[config.mk]
export PLATFORM = sky130hd
export DESIGN_NAME = alu_seq
export DESIGN_NICKNAME = d
export VERILOG_FILES = /design/src/rtl/alu_seq_pkg.sv /design/src/rtl/alu_seq.sv
export SDC_FILE = /design/constraint.sdc
export NUM_CORES = 1
export LEC_CHECK = 0
export ABC_AREA = 1
export CAP_MARGIN = 20
export CORE_ASPECT_RATIO = 0.8
export CORE_MARGIN = 5
export CORE_UTILIZATION = 48
export CTS_CLUSTER_DIAMETER = 80
export DETAILED_ROUTE_END_ITERATION = 8
export PLACE_DENSITY_LB_ADDON = 0.3
export SLEW_MARGIN = 20
export SYNTH_ARGS = -nofsm -noshare
export SYNTH_HDL_FRONTEND = slang
export SYNTH_SLANG_ARGS = --single-unit
[constraint.sdc]
create_clock -name CLK -period 3.9 [get_ports CLK]
set_input_delay 0.78 -clock CLK [delete_from_list [all_inputs] [get_ports CLK]]
set_output_delay 0.78 -clock CLK [all_outputs]
set_load 0.05 [all_outputs]
[src/rtl/alu_seq_pkg.sv]
// Shared definitions: ALU opcodes plus the alu_seq command and state encodings.
package definitions;

  localparam logic [2:0] kADD  = 3'd0;
  localparam logic [2:0] kSUB  = 3'd1;
  localparam logic [2:0] kAND  = 3'd2;
  localparam logic [2:0] kOR   = 3'd3;
  localparam logic [2:0] kXOR  = 3'd4;
  localparam logic [2:0] kSLL  = 3'd5;
  localparam logic [2:0] kSRL  = 3'd6;
  localparam logic [2:0] kPASS = 3'd7;

  typedef enum logic [1:0] {
    CMD_ADD16 = 2'd0,
    CMD_SUB16 = 2'd1,
    CMD_NORM  = 2'd2,
    CMD_RSVD  = 2'd3
  } seq_cmd_t;

  typedef enum logic [2:0] {
    IDLE = 3'd0,
    LO   = 3'd1,
    HI   = 3'd2,
    NORM = 3'd3,
    DONE = 3'd4
  } seq_state_t;

endpackage

[src/rtl/alu_seq.sv]
// alu_seq: drives the 8-bit ALU over several passes for ADD16/SUB16/NORM.
// Optional feature macro: ALU_SEQ_NORM_EN (enables the NORM command).
`default_nettype none

module alu_seq
  import definitions::*;
#(
  parameter int DW = 8
) (
  input  logic            CLK,
  input  logic            RESET_N,
  input  logic            REQ_VALID,
  output logic            REQ_READY,
  input  logic [1:0]      REQ_CMD,
  input  logic [2*DW-1:0] REQ_A,
  input  logic [2*DW-1:0] REQ_B,
  output logic [2:0]      ALU_OP,
  output logic            ALU_CI,
  output logic [DW-1:0]   ALU_A,
  output logic [DW-1:0]   ALU_B,
  input  logic [DW-1:0]   ALU_OUT,
  input  logic            ALU_CO,
  output logic            RSP_VALID,
  input  logic            RSP_READY,
  output logic [2*DW-1:0] RSP_DATA,
  output logic            RSP_CO,
  output logic            RSP_ZERO,
  output logic [3:0]      RSP_CNT,
  output logic            RSP_ERR
);

  seq_state_t      state_q, state_d;
  seq_cmd_t        cmd_q, cmd_d;
  logic [2*DW-1:0] a_q, a_d;
  logic [2*DW-1:0] b_q, b_d;
  logic [2*DW-1:0] res_q, res_d;
  logic            carry_q, carry_d;
  logic            err_q, err_d;
  logic            is_sub;
  seq_cmd_t        req_cmd;

`ifdef ALU_SEQ_NORM_EN
  logic [DW-1:0]   w_q, w_d;
  logic [3:0]      cnt_q, cnt_d;
`endif

  assign req_cmd = seq_cmd_t'(REQ_CMD);
  assign is_sub  = (cmd_q == CMD_SUB16);

  always_ff @(posedge CLK or negedge RESET_N) begin
    if (!RESET_N) begin
      state_q <= IDLE;
      cmd_q   <= CMD_ADD16;
      a_q     <= '0;
      b_q     <= '0;
      res_q   <= '0;
      carry_q <= 1'b0;
      err_q   <= 1'b0;
`ifdef ALU_SEQ_NORM_EN
      w_q     <= '0;
      cnt_q   <= '0;
`endif
    end else begin
      state_q <= state_d;
      cmd_q   <= cmd_d;
      a_q     <= a_d;
      b_q     <= b_d;
      res_q   <= res_d;
      carry_q <= carry_d;
      err_q   <= err_d;
`ifdef ALU_SEQ_NORM_EN
      w_q     <= w_d;
      cnt_q   <= cnt_d;
`endif
    end
  end

  always_comb begin
    state_d = state_q;
    cmd_d   = cmd_q;
    a_d     = a_q;
    b_d     = b_q;
    res_d   = res_q;
    carry_d = carry_q;
    err_d   = err_q;
`ifdef ALU_SEQ_NORM_EN
    w_d     = w_q;
    cnt_d   = cnt_q;
`endif
    ALU_OP  = kADD;
    ALU_CI  = 1'b0;
    ALU_A   = '0;
    ALU_B   = '0;

    case (state_q)
      IDLE: begin
        if (REQ_VALID) begin
          cmd_d   = req_cmd;
          a_d     = REQ_A;
          b_d     = REQ_B;
          res_d   = '0;
          carry_d = 1'b0;
          err_d   = 1'b0;
`ifdef ALU_SEQ_NORM_EN
          w_d     = REQ_A[DW-1:0];
          cnt_d   = '0;
`endif
          case (req_cmd)
            CMD_ADD16, CMD_SUB16: state_d = LO;
`ifdef ALU_SEQ_NORM_EN
            // A zero operand can never normalise; finish without entering NORM.
            CMD_NORM: state_d = (REQ_A[DW-1:0] == '0) ? DONE : NORM;
`endif
            default: begin
              err_d   = 1'b1;
              state_d = DONE;
            end
          endcase
        end
      end

      // Subtract is A + ~B + 1 through kADD so the borrow chains as a carry.
      LO: begin
        ALU_OP  = kADD;
        ALU_A   = a_q[DW-1:0];
        ALU_B   = is_sub ? ~b_q[DW-1:0] : b_q[DW-1:0];
        ALU_CI  = is_sub;
        res_d[DW-1:0] = ALU_OUT;
        carry_d = ALU_CO;
        state_d = HI;
      end

      HI: begin
        ALU_OP  = kADD;
        ALU_A   = a_q[2*DW-1:DW];
        ALU_B   = is_sub ? ~b_q[2*DW-1:DW] : b_q[2*DW-1:DW];
        ALU_CI  = carry_q;
        res_d[2*DW-1:DW] = ALU_OUT;
        carry_d = ALU_CO;
        state_d = DONE;
      end

`ifdef ALU_SEQ_NORM_EN
      NORM: begin
        if (w_q == '0) begin
          res_d   = '0;
          state_d = DONE;
        end else if (w_q[DW-1]) begin
          res_d   = {{DW{1'b0}}, w_q};
          state_d = DONE;
        end else begin
          ALU_OP = kSLL;
          ALU_A  = w_q;
          w_d    = ALU_OUT;
          cnt_d  = cnt_q + 4'd1;
        end
      end
`endif

      DONE: begin
        if (RSP_READY) state_d = IDLE;
      end

      default: state_d = IDLE;
    endcase
  end

  assign REQ_READY = (state_q == IDLE);
  assign RSP_VALID = (state_q == DONE);
  assign RSP_DATA  = res_q;
  assign RSP_CO    = carry_q;
  assign RSP_ERR   = err_q;
  // Gated by DONE so the cleared result does not flag zero while idle or in reset.
  assign RSP_ZERO  = RSP_VALID && (res_q == '0);
`ifdef ALU_SEQ_NORM_EN
  assign RSP_CNT   = cnt_q;
`else
  assign RSP_CNT   = 4'd0;
`endif

endmodule

`default_nettype wire

; Word level (Yosys, flattened, before mapping)
; Index checks and enable logic that the tools add are counted.
[word_totals]
wordCells = 46
latch_bits = 0
out_inout_bits = 45
ff_bits = 55
memories = 0
romBits = 0
inputBits = 47
mem_bits_rw = 0
[op_classes]
div = 0
n_reduce_logical = 14
muxes = 15
n_bitwise = 2
magnitude_cmp = 0
n_shift = 0
eq_ne = 7
add_sub_neg = 0
mul = 0
[ops]
columns = op, n
row1 = $pmux W8 S2, 4
row2 = $logic_not A16 Y1, 1
row3 = $mux W16, 1
row4 = $mux W8, 2
row5 = $not A8 Y8, 2
row6 = $pmux W3 S4, 1
row7 = $reduce_and A2 Y1, 5
row8 = $mux W3, 3
row9 = $reduce_bool A2 Y1, 3
row10 = $eq A2 B1 Y1 const B, 2
row11 = $pmux W1 S2, 2
row12 = $reduce_or A2 Y1, 2
row13 = $eq A3 B1 Y1 const B, 1
row14 = $eq A3 B2 Y1 const B, 1
row15 = $eq A3 B3 Y1 const B, 1
row16 = $logic_not A3 Y1, 1
row17 = $logic_not A2 Y1, 1
row18 = $mux W1, 2
row19 = $ne A2 B1 Y1 const B, 1
row20 = $ne A2 B2 Y1 const B, 1
row21 = $logic_and A1 B1 Y1, 1

; Longest topological paths before layout
[depth]
word_depth = 5
depth_mapped = 7
ltp_nobuf = 6

; Worst setup path after synthesis
; OpenSTA, ideal clock, no wires.
[synth_path]
path_type = register -> output
start = register state_q[1]
end = output port RSP_ZERO
required_ns = 3.120
path_stages_with_launch = 6
path_slack_ns = 1.117
path_buffers = 0
arrival_time_ns = 2.003
cell_sequence = dfrtp_1 > inv_2 > nand2_1 > nor2_1 > nand2_1 > nor2_1
[synth_via]
elab_chain_len = 2
[synth_rtl]
columns = item, line
row1 = start: declaration, alu_seq.sv:32  ; seq_state_t state_q, state_d;
row2 = start signal: assignment, alu_seq.sv:64  ; state_q <= state_d;
row3 = $eq A3 B3 Y1, alu_seq.sv:169  ; assign RSP_VALID = (state_q == DONE);
row4 = via RSP_VALID, alu_seq.sv:23  ; output logic RSP_VALID,
row5 = $logic_and A1 B1 Y1, alu_seq.sv:174  ; assign RSP_ZERO = RSP_VALID && (res_q == '0);
row6 = end: declaration, alu_seq.sv:27  ; output logic RSP_ZERO,
; The timed path passes the listed nets, and every way through them passes these cells.

; Final worst setup path
[layout_path]
start = register cmd_q[0]
end = output port ALU_B[2]
[layout_via]
elab_chain_len = 3
elab_cells_between_ends = 4
classes_between = eq/ne (1) / mux (3)
[layout_rtl]
columns = item, line
row1 = start: declaration, alu_seq.sv:33  ; seq_cmd_t cmd_q, cmd_d;
row2 = start signal: assignment, alu_seq.sv:65  ; cmd_q <= cmd_d;
row3 = $eq A2 B1 Y1 *, alu_seq.sv:48  ; assign is_sub = (cmd_q == CMD_SUB16);
row4 = $mux W8 (on tied branches), "alu_seq.sv:136, alu_seq.sv:126"
row5 = $pmux W8 S2 *, alu_seq.sv:95  ; case (state_q)
row6 = end: declaration, alu_seq.sv:20  ; output logic [DW-1:0] ALU_B,
; Every way passes the cells marked *; elsewhere a longest branch is shown, timed or not.

==> insert_results.sql <==
INSERT INTO impl_metrics (metric_group, metric, value, unit) VALUES
('outcome', 'run_status', 'completed', ''),
('drt', 'detailroute.wirelength.met3', '450', 'µm'),
('floorplan', 'floorplan.initialDensity', '48.5', '%'),
('drt', 'drt_pass1_iterations', '4', ''),
('sta', 'post-route-min-period', '3.46', 'ns'),
('logic_synthesis', 'synthDistinctLibCells', '19', ''),
('sta', 'whs', '0.450', 'ns'),
('floorplan', 'core-area', '0.00535', 'mm²'),
('placed_design', 'port-buffer-count', '84', ''),
('drt', 'dr.max_layer_used', 'met4', ''),
('sta', 'setup-violations-final', '0', ''),
('placed_design', 'place_area', '0.00342', 'mm²'),
('clock_tree', 'insertion_delay_to_the_later_sink_of_the_worst_skew_pair', '0.31', 'ns'),
('placed_design', 'placer_congestion_estimate', '0.805', ''),
('placed_design', 'detailed_place_hpwl', '4610', 'µm'),
('clock_tree', 'clock_tree_from_tritoncts', 'done', ''),
('pwr', 'total_leakage_power', '1.68', 'nW'),
('run', 'max_cap_viol_count', '0', ''),
('layout', 'insertedDiodeCount', '0', ''),
('worst_setup_path', 'critical_path_peak_fanout', '18', ''),
('layout', 'final_core_utilization', '65.8', '%'),
('clock_tree', 'postCtsSetupBuffers', '0', ''),
('worst_setup_path', 'worstPathArrival', '2.68', 'ns'),
('drt', 'drt_iter0_drc', '160', ''),
('global_routing', 'overflow', '0', ''),
('global_routing', 'antenna_found_initial', '0', ''),
('drt', 'drc_errors', '0', ''),
('sta', 'timing_hold_violations_final', '0', ''),
('clock_tree', 'clockRootBuffer', 'clkbuf_8', ''),
('sta', 'worst_pin_slew', '0.682', 'ns'),
('drt', 'wl_met2', '2920', 'µm'),
('global_routing', 'first_global_vias', '2264', ''),
('pwr', 'vdd_ir_drop_max', '320', 'µV'),
('floorplan', 'num_io_pins', '92', ''),
('logic_synthesis', 'synth.yosys.seq_area_share', '53.1', '%'),
('logic_synthesis', 'ys_ff_latch', '55', ''),
('clock_tree', 'postCtsResizedCells', '0', ''),
('floorplan', 'die-height', '75.7', 'µm'),
('layout', 'final_common_cell', 'nand2_1', ''),
('drt', 'wl_met1', '2810', 'µm'),
('drt', 'route.detailed.vias_per_inst', '4.97', ''),
('floorplan', 'die-width', '92.2', 'µm'),
('drt', 'ant_nets', '0', ''),
('drt', 'wire_per_inst', '13.3', 'µm'),
('worst_hold_path', 'hold_path_class', 'in2async', ''),
('logic_synthesis', 'per_instance_average_area_after_synthesis', '7.98', 'µm²'),
('clock_tree', 'cts.hold.buffers_added', '0', ''),
('sta', 'max_freq', '0.289', 'GHz'),
('sta', 'clock_skew', '0.0107', 'ns'),
('layout', 'mostFrequentLayoutCells', '103 x nand2_1, 83 x clkdlybuf4s50_1, 55 x dfrtp_1', ''),
('global_routing', 'largest_net_degree_at_the_start_of_global_routing', '58', ''),
('layout', 'area_growth_syn_to_layout', '35.6', '%'),
('sta', 'setup_total_negative_slack', '0', 'ns'),
('floorplan', 'die-area', '0.00698', 'mm²'),
('clock_tree', 'cts_sinks', '55', ''),
('sta', 'timing.max_slew.rel_slack', '54.2', '%'),
('sta', 'timing.final.max_slew_violations', '0', ''),
('clock_tree', 'cts_max_path_buffers', '2', ''),
('sta', 'period_share', '88.7', '%'),
('worst_setup_path', 'crit_type', 'reg2out', ''),
('pwr', 'total_power_consumption_of_the_routed_design', '0.00246', 'W'),
('worst_setup_path', 'worstSetupStartpointType', 'register', ''),
('pwr', 'power.density_cell_area', '700', 'mW/mm²'),
('layout', 'fin_area', '0.00352', 'mm²'),
('drt', 'num_vias', '2347', ''),
('layout', 'finish.net_count', '453', ''),
('global_routing', 'wire_length_of_the_first_global_routing_pass', '10400', 'µm'),
('clock_tree', 'cts.htree.levels', '2', ''),
('logic_synthesis', 'synth.cell_area', '0.00259', 'mm²'),
('layout', 'fraction_of_layout_cells_with_a_size_suffix_above_1', '3.93', '%'),
('logic_synthesis', 'yosys_warnings', '0', ''),
('worst_setup_path', 'worstSetupEndpointType', 'output pin', ''),
('floorplan', 'rows', '24', ''),
('logic_synthesis', 'post_synth_inst_count', '325', ''),
('sta', 'unrepaired_setup_endpoints_after_global_routing', 'no', ''),
('drt', 'wirelength', '6270', 'µm'),
('global_routing', 'gr-usage-all-layers', '18.9', '%'),
('clock_tree', 'clk_pin_slew_worst_paths', '0.10', 'ns'),
('clock_tree', 'cts_made_buffers', '5', ''),
('worst_setup_path', 'timing.critical_path.required', '3.12', 'ns');
[worst max-delay path: stages, from the launching register on]
cell and delay, ns:
dfrtp_1 0.38, nand2_1 0.44, inv_1 0.40, nand2_1 0.17, nand3_1 0.09, nand2_1 0.09, clkdlybuf4s50_1 0.80
[through the flow]
| stage | cells | worst slack [ns] |
|---|---|---|
| detailed placement | 464 | 0.825 |
| CTS | 472 | 0.454 |
| global placement | 464 | 0.881 |
| global route | 472 | 0.268 |
| finish | 472 | 0.440 |
| floorplan | 331 | 1.12 |
[logic make-up (layout without fill, tap and decap cells)]
family	count (synthesis)	count (layout)	synth area share, %
buffers and inverters	67	143	12.3
AO/OA/AOI/OAI	62	62	12.4
AND/OR/NAND/NOR	140	140	22.1
flip-flops	55	55	53.1
other	1	7	0.145
[final cells by class]
class,count,area [µm²]
tap,65,81.3
inverter,48,180
clock buffer,8,100
fill,461,1830
sequential,55,1380
timing repair buffer,87,858
multi-input combinational,209,920
[report_power, final]
group	internal [W]	switching, W	leakage [nW]
Sequential	0.000794	0.000119	0.702
Combinational	0.000391	0.000818	0.931
Clock	0.000162	0.000178	0.0515
Total	0.00135	0.00111	1.68
[final timing paths]
path                            slack (ns)     endpoint       start  depth (start not counted)
worst min register to register        0.51     cmd_q[0]    cmd_q[0]                          2
max in group asynchronous             2.64       RSP_CO     RESET_N                          2
worst max-delay path                  0.44     ALU_B[2]    cmd_q[0]                          6
min in group CLK                      0.51     cmd_q[0]    cmd_q[0]                          2
worst min-delay path                  0.45  RSP_DATA[1]     RESET_N                          1
worst max register to register        2.15      b_q[15]  state_q[2]                          6
[Yosys cell counts]
cell type,number,area share [%]
nor2_1,12,1.7
o21ai_1,27,5.2
nand2_1,103,15
nor3_1,1,0.19
inv_1,45,6.5
nand2_2,2,0.48
conb_1,1,0.14
buf_2,6,1.2
inv_2,1,0.14
buf_6,4,1.7
clkbuf_1,1,0.14
o22ai_1,8,1.9
clkinv_1,2,0.29
nand4_1,1,0.24
o21ai_0,27,5.2
dfrtp_1,55,53
nand3_1,19,3.7
nor2_4,2,0.87
buf_4,8,2.3
[sequential cells by signal (all words and copies together), names as in the netlist]
signal    count
cmd_q         2
RSP_ERR       1
a_q          16
state_q       3
RSP_DATA     16
RSP_CO        1
b_q          16
[layer usage]
| layer | GRT usage (%) | up-vias |
|---|---|---|
| met1 | 23.8 | 1093 |
| met3 | 5.23 | 9 |
| met4 | 7.58 | 0 |
| met5 | 0 | - |
| met2 | 31.5 | 81 |
| li1 | - | 1164 |
Power figures use the tool's default switching activity.
